### src/rtl/pq_pkg.sv
// pq_pkg: shared types and constants for the hardware priority queues and
// their request-side driver.
//   kv_t      : packed <key,value> pair, smaller key = higher priority
//   KEYINF    : key value marking an empty slot
//   KV_EMPTY  : pair returned when nothing was dequeued
//   pq_op_t   : driver operation codes (NOP/ENQ/DEQ/REPL)
package pq_pkg;

   localparam int PQ_CAPACITY = 15;

   typedef struct packed {
      logic [7:0] key;
      logic [7:0] val;
   } kv_t;

   localparam logic [7:0] KEYINF   = 8'hFF;
   localparam kv_t        KV_EMPTY = '{key: KEYINF, val: 8'h00};

   typedef enum logic [1:0] {
      OP_NOP  = 2'd0,
      OP_ENQ  = 2'd1,
      OP_DEQ  = 2'd2,
      OP_REPL = 2'd3
   } pq_op_t;

endpackage

### src/rtl/pq_driver.sv
// pq_driver: request-side sequencer for a hardware priority queue.
// Accepts one <key,value> op over a valid/ready request channel, issues it to
// the PQ as a single-cycle strobe, waits for the PQ to go idle and returns
// the result over a valid/ready response channel. Full/empty misuse is
// rejected without touching the PQ. One operation outstanding at a time.
//
// Ports:
//   clk, rst_n             clock, async active-low reset (PQ shares rst_n)
//   req_valid/req_ready    request handshake; req_op, req_kv request payload
//   rsp_valid/rsp_ready    response handshake; rsp_kv, rsp_err payload
//   pq_enq, pq_deq         strobes to the PQ (both high = replace)
//   pq_kv_in               pair presented to the PQ, held until next strobe
//   pq_kv_out              PQ head / dequeued pair
//   pq_busy, pq_full, pq_empty  PQ status
//   count                  shadow occupancy, saturating 0..CAPACITY
//
// Optional feature: define PQ_DRV_STATS_EN to add saturating 16-bit counters
// stat_enq (legal ENQ), stat_deq (legal DEQ/REPL), stat_err (rejected ops).
module pq_driver
   import pq_pkg::*;
#(
   parameter int CAPACITY = PQ_CAPACITY
) (
   input  logic                            clk,
   input  logic                            rst_n,
   input  logic                            req_valid,
   output logic                            req_ready,
   input  pq_op_t                          req_op,
   input  kv_t                             req_kv,
   output logic                            rsp_valid,
   input  logic                            rsp_ready,
   output kv_t                             rsp_kv,
   output logic                            rsp_err,
   output logic                            pq_enq,
   output logic                            pq_deq,
   output kv_t                             pq_kv_in,
   input  kv_t                             pq_kv_out,
   input  logic                            pq_busy,
   input  logic                            pq_full,
   input  logic                            pq_empty,
   output logic [$clog2(CAPACITY+1)-1:0]   count
`ifdef PQ_DRV_STATS_EN
   ,
   output logic [15:0]                     stat_enq,
   output logic [15:0]                     stat_deq,
   output logic [15:0]                     stat_err
`endif
);

   localparam int            CW    = $clog2(CAPACITY + 1);
   localparam logic [CW-1:0] CAP_C = CW'(CAPACITY);

   typedef enum logic [1:0] {S_IDLE, S_ISSUE, S_WAIT, S_RESP} state_t;

   state_t        state, state_d;
   pq_op_t        op_q, op_d;
   kv_t           kv_q, kv_d;
   kv_t           rsp_kv_d, kv_in_d;
   logic          rsp_err_d, enq_d, deq_d;
   logic [CW-1:0] count_d;
   logic          illegal;

   // The shadow count is checked alongside the PQ flags so a PQ whose status
   // lags (or a miswired flag) still cannot be over- or under-run.
   assign illegal = ((op_q == OP_ENQ) && (pq_full || count == CAP_C)) ||
                    ((op_q inside {OP_DEQ, OP_REPL}) && (pq_empty || count == '0));

   always_comb begin
      state_d   = state;
      op_d      = op_q;
      kv_d      = kv_q;
      rsp_kv_d  = rsp_kv;
      rsp_err_d = rsp_err;
      enq_d     = 1'b0;
      deq_d     = 1'b0;
      kv_in_d   = pq_kv_in;
      count_d   = count;
      unique case (state)
         S_IDLE: begin
            if (req_valid && req_ready) begin
               op_d    = req_op;
               kv_d    = req_kv;
               state_d = S_ISSUE;
            end
         end
         S_ISSUE: begin
            if (!pq_busy) begin
               if (illegal) begin
                  rsp_err_d = 1'b1;
                  rsp_kv_d  = KV_EMPTY;
                  state_d   = S_RESP;
               end else if (op_q == OP_NOP) begin
                  rsp_err_d = 1'b0;
                  rsp_kv_d  = KV_EMPTY;
                  state_d   = S_RESP;
               end else begin
                  enq_d     = (op_q inside {OP_ENQ, OP_REPL});
                  deq_d     = (op_q inside {OP_DEQ, OP_REPL});
                  kv_in_d   = kv_q;
                  rsp_err_d = 1'b0;
                  state_d   = S_WAIT;
               end
            end
         end
         S_WAIT: begin
            // The PQ presents the dequeued pair on pq_kv_out once idle.
            if (!pq_busy) begin
               rsp_kv_d = (op_q == OP_ENQ) ? KV_EMPTY : pq_kv_out;
               if (op_q == OP_ENQ && count != CAP_C) count_d = count + 1'b1;
               if (op_q == OP_DEQ && count != '0)    count_d = count - 1'b1;
               state_d = S_RESP;
            end
         end
         S_RESP: begin
            if (rsp_ready) state_d = S_IDLE;
         end
         default: state_d = S_IDLE;
      endcase
   end

   always_ff @(posedge clk or negedge rst_n) begin
      if (!rst_n) begin
         state     <= S_IDLE;
         op_q      <= OP_NOP;
         kv_q      <= KV_EMPTY;
         req_ready <= 1'b0;
         rsp_valid <= 1'b0;
         rsp_kv    <= KV_EMPTY;
         rsp_err   <= 1'b0;
         pq_enq    <= 1'b0;
         pq_deq    <= 1'b0;
         pq_kv_in  <= KV_EMPTY;
         count     <= '0;
      end else begin
         state     <= state_d;
         op_q      <= op_d;
         kv_q      <= kv_d;
         // Handshake flags are registered from the next state so they line
         // up with the state the FSM is actually in.
         req_ready <= (state_d == S_IDLE);
         rsp_valid <= (state_d == S_RESP);
         rsp_kv    <= rsp_kv_d;
         rsp_err   <= rsp_err_d;
         pq_enq    <= enq_d;
         pq_deq    <= deq_d;
         pq_kv_in  <= kv_in_d;
         count     <= count_d;
      end
   end

`ifdef PQ_DRV_STATS_EN
   logic rej;
   assign rej = (state == S_ISSUE) && !pq_busy && illegal;

   // Counted from the registered strobes: each legal op strobes exactly once.
   always_ff @(posedge clk or negedge rst_n) begin
      if (!rst_n) begin
         stat_enq <= '0;
         stat_deq <= '0;
         stat_err <= '0;
      end else begin
         if (pq_enq && !pq_deq && stat_enq != '1) stat_enq <= stat_enq + 1'b1;
         if (pq_deq && stat_deq != '1)            stat_deq <= stat_deq + 1'b1;
         if (rej && stat_err != '1)               stat_err <= stat_err + 1'b1;
      end
   end
`endif

endmodule

### config.mk
export PLATFORM = sky130hd
export DESIGN_NAME = pq_driver
export DESIGN_NICKNAME = d
export VERILOG_FILES = /design/src/rtl/pq_pkg.sv /design/src/rtl/pq_driver.sv
export SDC_FILE = /design/constraint.sdc
export NUM_CORES = 1
export LEC_CHECK = 0
export ABC_AREA = 1
export CAP_MARGIN = 20
export CORE_MARGIN = 1
export CORE_UTILIZATION = 50
export DETAILED_ROUTE_END_ITERATION = 7
export GPL_TIMING_DRIVEN = 0
export PLACE_DENSITY = 0.83
export SYNTH_ARGS = -nofsm -noshare
export SYNTH_HDL_FRONTEND = slang
export SYNTH_SLANG_ARGS = --single-unit
### constraint.sdc
create_clock -name clk -period 4.8 [get_ports clk]
set_input_delay 0.96 -clock clk [delete_from_list [all_inputs] [get_ports clk]]
set_output_delay 0.96 -clock clk [all_outputs]
set_load 0.01 [all_outputs]
==> results of run 1 <==
[tightest hold or removal path, delay by kind of cell (launching register included)]
family / cells / cell delay, ns
DFF: 1 / 0.36
AOI/OAI and AO/OA: 1 / 0.06
buffers and inverters: 1 / 0.05
[cell families (layout without fill, tap and decap cells)]
family	count (synthesis)	after routing
simple gates	149	149
compound gates	40	40
fa+ha+maj	3	3
buf+inv	51	149
flops	61	61
xor+xnor	2	2
[per-layer routing]
metal,global-route usage,share of wire,vias to the layer above
met1,0.280,0.45,1075
met4,0.0844,0.0079,0
li1,-,-,1136
met3,0.0886,0.076,6
met5,0,0,-
met2,0.360,0.46,79
[power by group through the flow]
stage               Clock [W]  Sequential, W  Combinational [W]
global placement            0       0.000941            0.00103
detailed placement          0       0.000946            0.00107
global route         0.000481       0.000973            0.00119
floorplan                   0        0.00100           0.000531
CTS                  0.000462       0.000945            0.00107
finish               0.000453       0.000947            0.00106
[cell usage in the layout (no fill, tap or decap)]
cell type	instances
buf_4	1
ha_1	2
or2_2	8
nor2_1	36
fa_1	1
nand2_1	69
clkbuf_1	6
dfrtp_1	37
a21oi_1	20
nor2_2	3
nand2_4	2
buf_12	1
o21bai_2	1
buf_6	3
nand4_1	1
clkdlybuf4s50_1	80
nand3_4	1
dfstp_2	24
buf_2	5
bufinv_16	1
nand3_1	21
o21ai_0	6
clkbuf_8	11
nand4_4	1
nor3_1	2
o21ai_1	11
o22ai_1	1
xor2_1	2
or2_0	1
inv_1	36
or2_1	1
a21oi_2	1
nand2_2	3
inv_2	5
[worst max path at each step]
stage,startpoint,endpoint,slack [ns],cells after the start
finish,pq_kv_in[15],pq_kv_in[15],2.41,1
global placement,rst_n,kv_q[4],0.85,1
detailed placement,req_valid,kv_q[13],2.31,4
floorplan,pq_full,rsp_kv[0],2.97,8
global route,rsp_kv[9],rsp_kv[9],2.38,1
CTS,pq_kv_in[15],pq_kv_in[15],2.41,1
[state kept, by name, summed over array words and instances (netlist names)]
register / flops
count: 4
kv_q: 16
op_q: 2
pq_deq: 1
pq_enq: 1
pq_kv_in: 16
req_ready: 1
rsp_err: 1
rsp_kv: 16
rsp_valid: 1
state: 2
[stage by stage]
step	setup slack (ns)	total power (W)	hold WS, ns	cells
after global routing	2.38	0.00264	0.490	474
after global placement	0.847	0.00197	0.455	457
after CTS	2.41	0.00248	0.468	474
after floorplan	2.97	0.00154	0.446	306
after detailed placement	2.31	0.00201	0.459	458
final	2.41	0.00246	0.467	474
[area by class of cell]
class / count / area [um2]
Inverter: 41 / 154
Fill cell: 377 / 1330
Clock buffer: 15 / 166
Sequential cell: 61 / 1560
Buffer: 10 / 68.8
Multi-Input combinational cell: 194 / 951
Clock inverter: 1 / 30.0
Timing Repair Buffer: 82 / 826
Tap cell: 70 / 87.6
==> impl_metrics.env, run 1 <==
export IMPL_outcome="finished clean"
export IMPL_arrival_ns=1.43
export IMPL_die_w_um=75.9
export IMPL_core_region_area_um2=5170
export IMPL_gp_congestion=0.787
export IMPL_tightestPinTransition_ns=0.624
export IMPL_firstDrtPassIters=4
export IMPL_synth_area_leaders="dfrtp_1 (34%), dfstp_2 (23%), nand2_1 (9.5%)"
export IMPL_worstSkewPairLatency_ns=0.34
export IMPL_routedWlPerCell_um=12.5
export IMPL_synth_cells=306
export IMPL_first_global_vias=2142
export IMPL_crit_chain="clkdlybuf4s50_1"
export IMPL_synth_edf_count=0
export IMPL_slowest_delay_ns=0.56
export IMPL_drive_above_1_share=0.176
export IMPL_overflow=0
export IMPL_min_period_ns=2.39
export IMPL_relSlewSlack=0.584
export IMPL_synth_mux_area_frac=0
export IMPL_ys_warn_count=0
export IMPL_internal_power_w=0.00161
export IMPL_cts_root_buf="clkbuf_8"
export IMPL_design_die_area_um2=5760
export IMPL_synth_compound_area_share=0.0775
export IMPL_synthDistinctLibCells=30
export IMPL_ir_drop_v=0.000388
export IMPL_fin_crit_sh=0.497
export IMPL_clkTransAtPathRegs_ns=0.06
export IMPL_yosysTopAreaCellShare=0.339
export IMPL_cts_resized=0
export IMPL_dominantRegCellSynth="dfrtp_1"
export IMPL_rr_endpoint="count[3]"
export IMPL_grt_setup_unrepaired="no"
export IMPL_final_util=0.742
export IMPL_synth_area_per_cell_um2=8.92
export IMPL_power_per_cell_area_nw_per_um2=640
export IMPL_synth_seq_cells=61
export IMPL_via_per_inst=4.84
export IMPL_swShare=0.347
export IMPL_cts_sinks=61
export IMPL_grt_max_degree=36
export IMPL_cts_max_path_buffers=2
export IMPL_min_to="kv_q[10]"
export IMPL_min_path_cells=2
export IMPL_slew_viol_final=0
export IMPL_critical_path_top_delay_family="buffers and inverters"
export IMPL_ant_nets=0
export IMPL_crit_slowest_cell="clkdlybuf4s50_1"
export IMPL_htreeDepth=3
export IMPL_crit_path_end_kind="output pin"
export IMPL_synth_most_common_cell="nand2_1"
export IMPL_placed_cell_area_um2=3640
export IMPL_syn_to_final_growth_pct=40.7
export IMPL_initial_core_util=0.528
export IMPL_min_from="kv_q[10]"
export IMPL_drc_errors=0
export IMPL_die_h_um=75.9
export IMPL_r2r_setup_slack_ns=2.95
export IMPL_numCtsBuffers=9
export IMPL_antenna_found_initial=0
export IMPL_syn_area_um2=2730
export IMPL_vias=2296
export IMPL_finalSetupViolations=0
export IMPL_routed_wl_mm=5.92
export IMPL_rows=26
export IMPL_synthArstFlopShare=1.00
export IMPL_io_pins=82
export IMPL_synthAdderAreaFrac=0.0165
export IMPL_synth_simple_gate_area_frac=0.248
export IMPL_cts_hold_buffers=0
export IMPL_fmax_ghz=0.419
export IMPL_startpoint_type="flip-flop"
export IMPL_power_switching_w=0.000853
export IMPL_post_cts_buffers=0
export IMPL_max_cap_viol_count=0
export IMPL_synthXorXnorAreaFrac=0.00642
export IMPL_finalClockSkew_ns=0.00722
export IMPL_p_leak_nw=1.89
export IMPL_portBuffers=81
export IMPL_grt_pass1_wl_mm=9.47
export IMPL_dp_hpwl_mm=4.23
export IMPL_stdcell_area_um2=3840
export IMPL_reg2reg_from="count[1]"
export IMPL_worstPathBufferInverterCount=1
export IMPL_path_class="reg -> out"
export IMPL_cts_tree="done"
export IMPL_p_comb_frac=0.431
export IMPL_setup_tns_ns=0
export IMPL_hp_class="reg -> reg"
export IMPL_ys_seq_area_frac=0.570
export IMPL_p_clk_frac=0.184
export IMPL_worstPathRequired_ns=3.84
export IMPL_grtUsageTotal=0.226
export IMPL_crit_fanout=2
export IMPL_design_final_nets=443
export IMPL_synth_top_family_by_area="simple AND/OR/NAND/NOR gates"
export IMPL_p_seq_frac=0.385
export IMPL_drtIter0Drc=50
export IMPL_syn_nets=350
export IMPL_antenna_cells=0
export IMPL_ff2ff_path_depth=13
export IMPL_synth_largest_area_cell="dfrtp_1"
export IMPL_final_hold_viol_count=0
export IMPL_synth_commonest_cells="nand2_1 (69), dfrtp_1 (37), inv_1 (36), nor2_1 (36), dfstp_2 (24)"
Power figures use the tool's default switching activity.
==> run 2: changes to the inputs <==
--- a/config.mk
+++ b/config.mk
@@ -8,10 +8,10 @@
 export ABC_AREA = 1
 export CAP_MARGIN = 20
 export CORE_MARGIN = 1
-export CORE_UTILIZATION = 50
+export CORE_UTILIZATION = 47
 export DETAILED_ROUTE_END_ITERATION = 7
 export GPL_TIMING_DRIVEN = 0
-export PLACE_DENSITY = 0.83
+export PLACE_DENSITY = 0.79
 export SYNTH_ARGS = -nofsm -noshare
 export SYNTH_HDL_FRONTEND = slang
 export SYNTH_SLANG_ARGS = --single-unit
==> constraint.sdc (replaced) <==
create_clock -name clk -period 2.4 [get_ports clk]
set_input_delay 0.48 -clock clk [delete_from_list [all_inputs] [get_ports clk]]
set_output_delay 0.48 -clock clk [all_outputs]
set_load 0.01 [all_outputs]
==> run 2 against run 1 <==
  * Final cell count is 0.42% higher
  * Critical path type is now reg -> reg
  * Register-to-register slack worse by 2.5 ns
  * First-iteration DRC count is 100% higher
  * Critical endpoint is now count[3]
==> impl_metrics.env, run 2 (synthesis gave the netlist of run 1 again) <==
export IMPL_routed_wl_mm=6.23
export IMPL_fmax_ghz=0.519
export IMPL_die_h_um=78.2
export IMPL_max_cap_viol_count=0
export IMPL_routedWlPerCell_um=13.1
export IMPL_design_die_area_um2=6120
export IMPL_drtIter0Drc=100
export IMPL_slowest_delay_ns=0.44
export IMPL_stdcell_area_um2=3850
export IMPL_htreeDepth=3
export IMPL_final_common_cell="clkdlybuf4s50_1"
export IMPL_cts_root_buf="clkbuf_8"
export IMPL_io_pins=82
export IMPL_portBuffers=81
export IMPL_cts_resized=0
export IMPL_drive_above_1_share=0.181
export IMPL_rows=27
export IMPL_clkTransAtPathRegs_ns=0.06
export IMPL_top_regs="kv_q: 16 flops, pq_kv_in: 16 flops, rsp_kv: 16 flops"
export IMPL_fin_ws_ns=0.473
export IMPL_outcome="finished clean"
export IMPL_crit_chain="nor2_1 -> nand2_1 -> nand3_1 -> inv_1 -> ha_1 -> nand2_1 -> nand2_1 -> nor2_1 -> inv_1 -> nand2_1 -> nand2_1 -> nand2_1 -> nand2_1"
export IMPL_drc_errors=0
export IMPL_crit_fanout=6
export IMPL_r2r_setup_slack_ns=0.47
export IMPL_critical_path_top_delay_family="simple AND/OR/NAND/NOR gates"
export IMPL_finalSetupViolations=0
export IMPL_min_period_ns=1.93
export IMPL_grtUsageTotal=0.226
export IMPL_ir_drop_v=0.000621
export IMPL_antenna_found_initial=0
export IMPL_cts_sinks=61
export IMPL_core_region_area_um2=5540
export IMPL_grt_max_degree=32
export IMPL_worstPathBufferInverterCount=2
export IMPL_layout_cells_non_filler=476
export IMPL_mostFrequentLayoutCells="clkdlybuf4s50_1 (80), nand2_1 (69), dfrtp_1 (37)"
export IMPL_ff2ff_path_depth=13
export IMPL_path_class="reg -> reg"
export IMPL_hp_class="in -> async"
export IMPL_rr_endpoint="count[3]"
export IMPL_fin_crit_sh=0.803
export IMPL_p_leak_nw=1.89
export IMPL_final_hold_viol_count=0
export IMPL_grt_pass1_wl_mm=10.5
export IMPL_design_final_nets=443
export IMPL_post_cts_buffers=0
export IMPL_reg2reg_from="count[1]"
export IMPL_crit_path_end_kind="flip-flop"
export IMPL_gp_congestion=0.782
export IMPL_placed_cell_area_um2=3650
export IMPL_numCtsBuffers=9
export IMPL_dp_hpwl_mm=4.50
export IMPL_power_per_cell_area_nw_per_um2=1290
export IMPL_startpoint_type="flip-flop"
export IMPL_first_global_vias=2319
export IMPL_initial_core_util=0.493
export IMPL_overflow=0
export IMPL_cts_tree="done"
export IMPL_ant_nets=0
export IMPL_cts_hold_buffers=0
export IMPL_dp_cells=460
export IMPL_worstSkewPairLatency_ns=0.33
export IMPL_die_w_um=78.2
export IMPL_vias=2289
export IMPL_arrival_ns=2.15
export IMPL_crit_slowest_cell="dfrtp_1"
export IMPL_worstPathRequired_ns=2.63
export IMPL_cp_common_cell="nand2_1"
export IMPL_pre_cts_ws_ns=0.395
export IMPL_tightestPinTransition_ns=0.696
export IMPL_firstDrtPassIters=5
export IMPL_cts_max_path_buffers=2
export IMPL_finalClockSkew_ns=0.0113
export IMPL_grt_setup_unrepaired="no"
export IMPL_relSlewSlack=0.536
export IMPL_slew_viol_final=0
export IMPL_syn_to_final_growth_pct=41.0
export IMPL_via_per_inst=4.81
export IMPL_antenna_cells=0
run 2: changes by cell type in the layout (fill, tap and decap cells not counted), sizes merged:
cell / change
clkinv: +2
clkbuf: -2
run 2: routing by layer:
metal	vias up	track usage	share of wire
li1	1134	-	-
met5	-	0	0
met3	9	0.0791	0.079
met4	0	0.0889	0.014
met1	1057	0.269	0.43
met2	89	0.375	0.47
run 2: cell type report:
| type | count | area, um2 |
|---|---|---|
| buffer | 10 | 68.8 |
| clock buffer | 13 | 159 |
| clock inverter | 3 | 43.8 |
| fill | 472 | 1690 |
| inverter | 41 | 154 |
| multi-input combinational | 194 | 951 |
| sequential | 61 | 1560 |
| tap | 72 | 90.1 |
| timing repair buffer | 82 | 826 |
run 2: how the worst max path moves through the flow:
stage / from / endpoint / cells past startpoint
3_3_place_gp: rst_n / kv_q[5] / 1
4_1_cts: pq_kv_in[15] / pq_kv_in[15] / 1
2_1_floorplan: count[1] / count[3] / 13
6_report: count[1] / count[3] / 13
3_5_place_dp: req_valid / op_q[0] / 4
5_1_grt: count[1] / count[3] / 13
run 2: stage by stage:
step	hold WS [ns]	util	power [W]	setup TNS [ns]
after floorplan	0.184	-	0.00307	0
final	0.195	0.695	0.00497	0
after global placement	0.454	0.655	0.00395	-47.00
after CTS	0.202	0.695	0.00501	0
after detailed placement	0.463	0.658	0.00406	0
after global routing	0.237	0.695	0.00533	0
run 2: report_power, final:
| group | switching, W | internal (W) |
|---|---|---|
| sequential | 0.000258 | 0.00162 |
| clock | 0.000387 | 0.000537 |
| combinational | 0.00111 | 0.00105 |
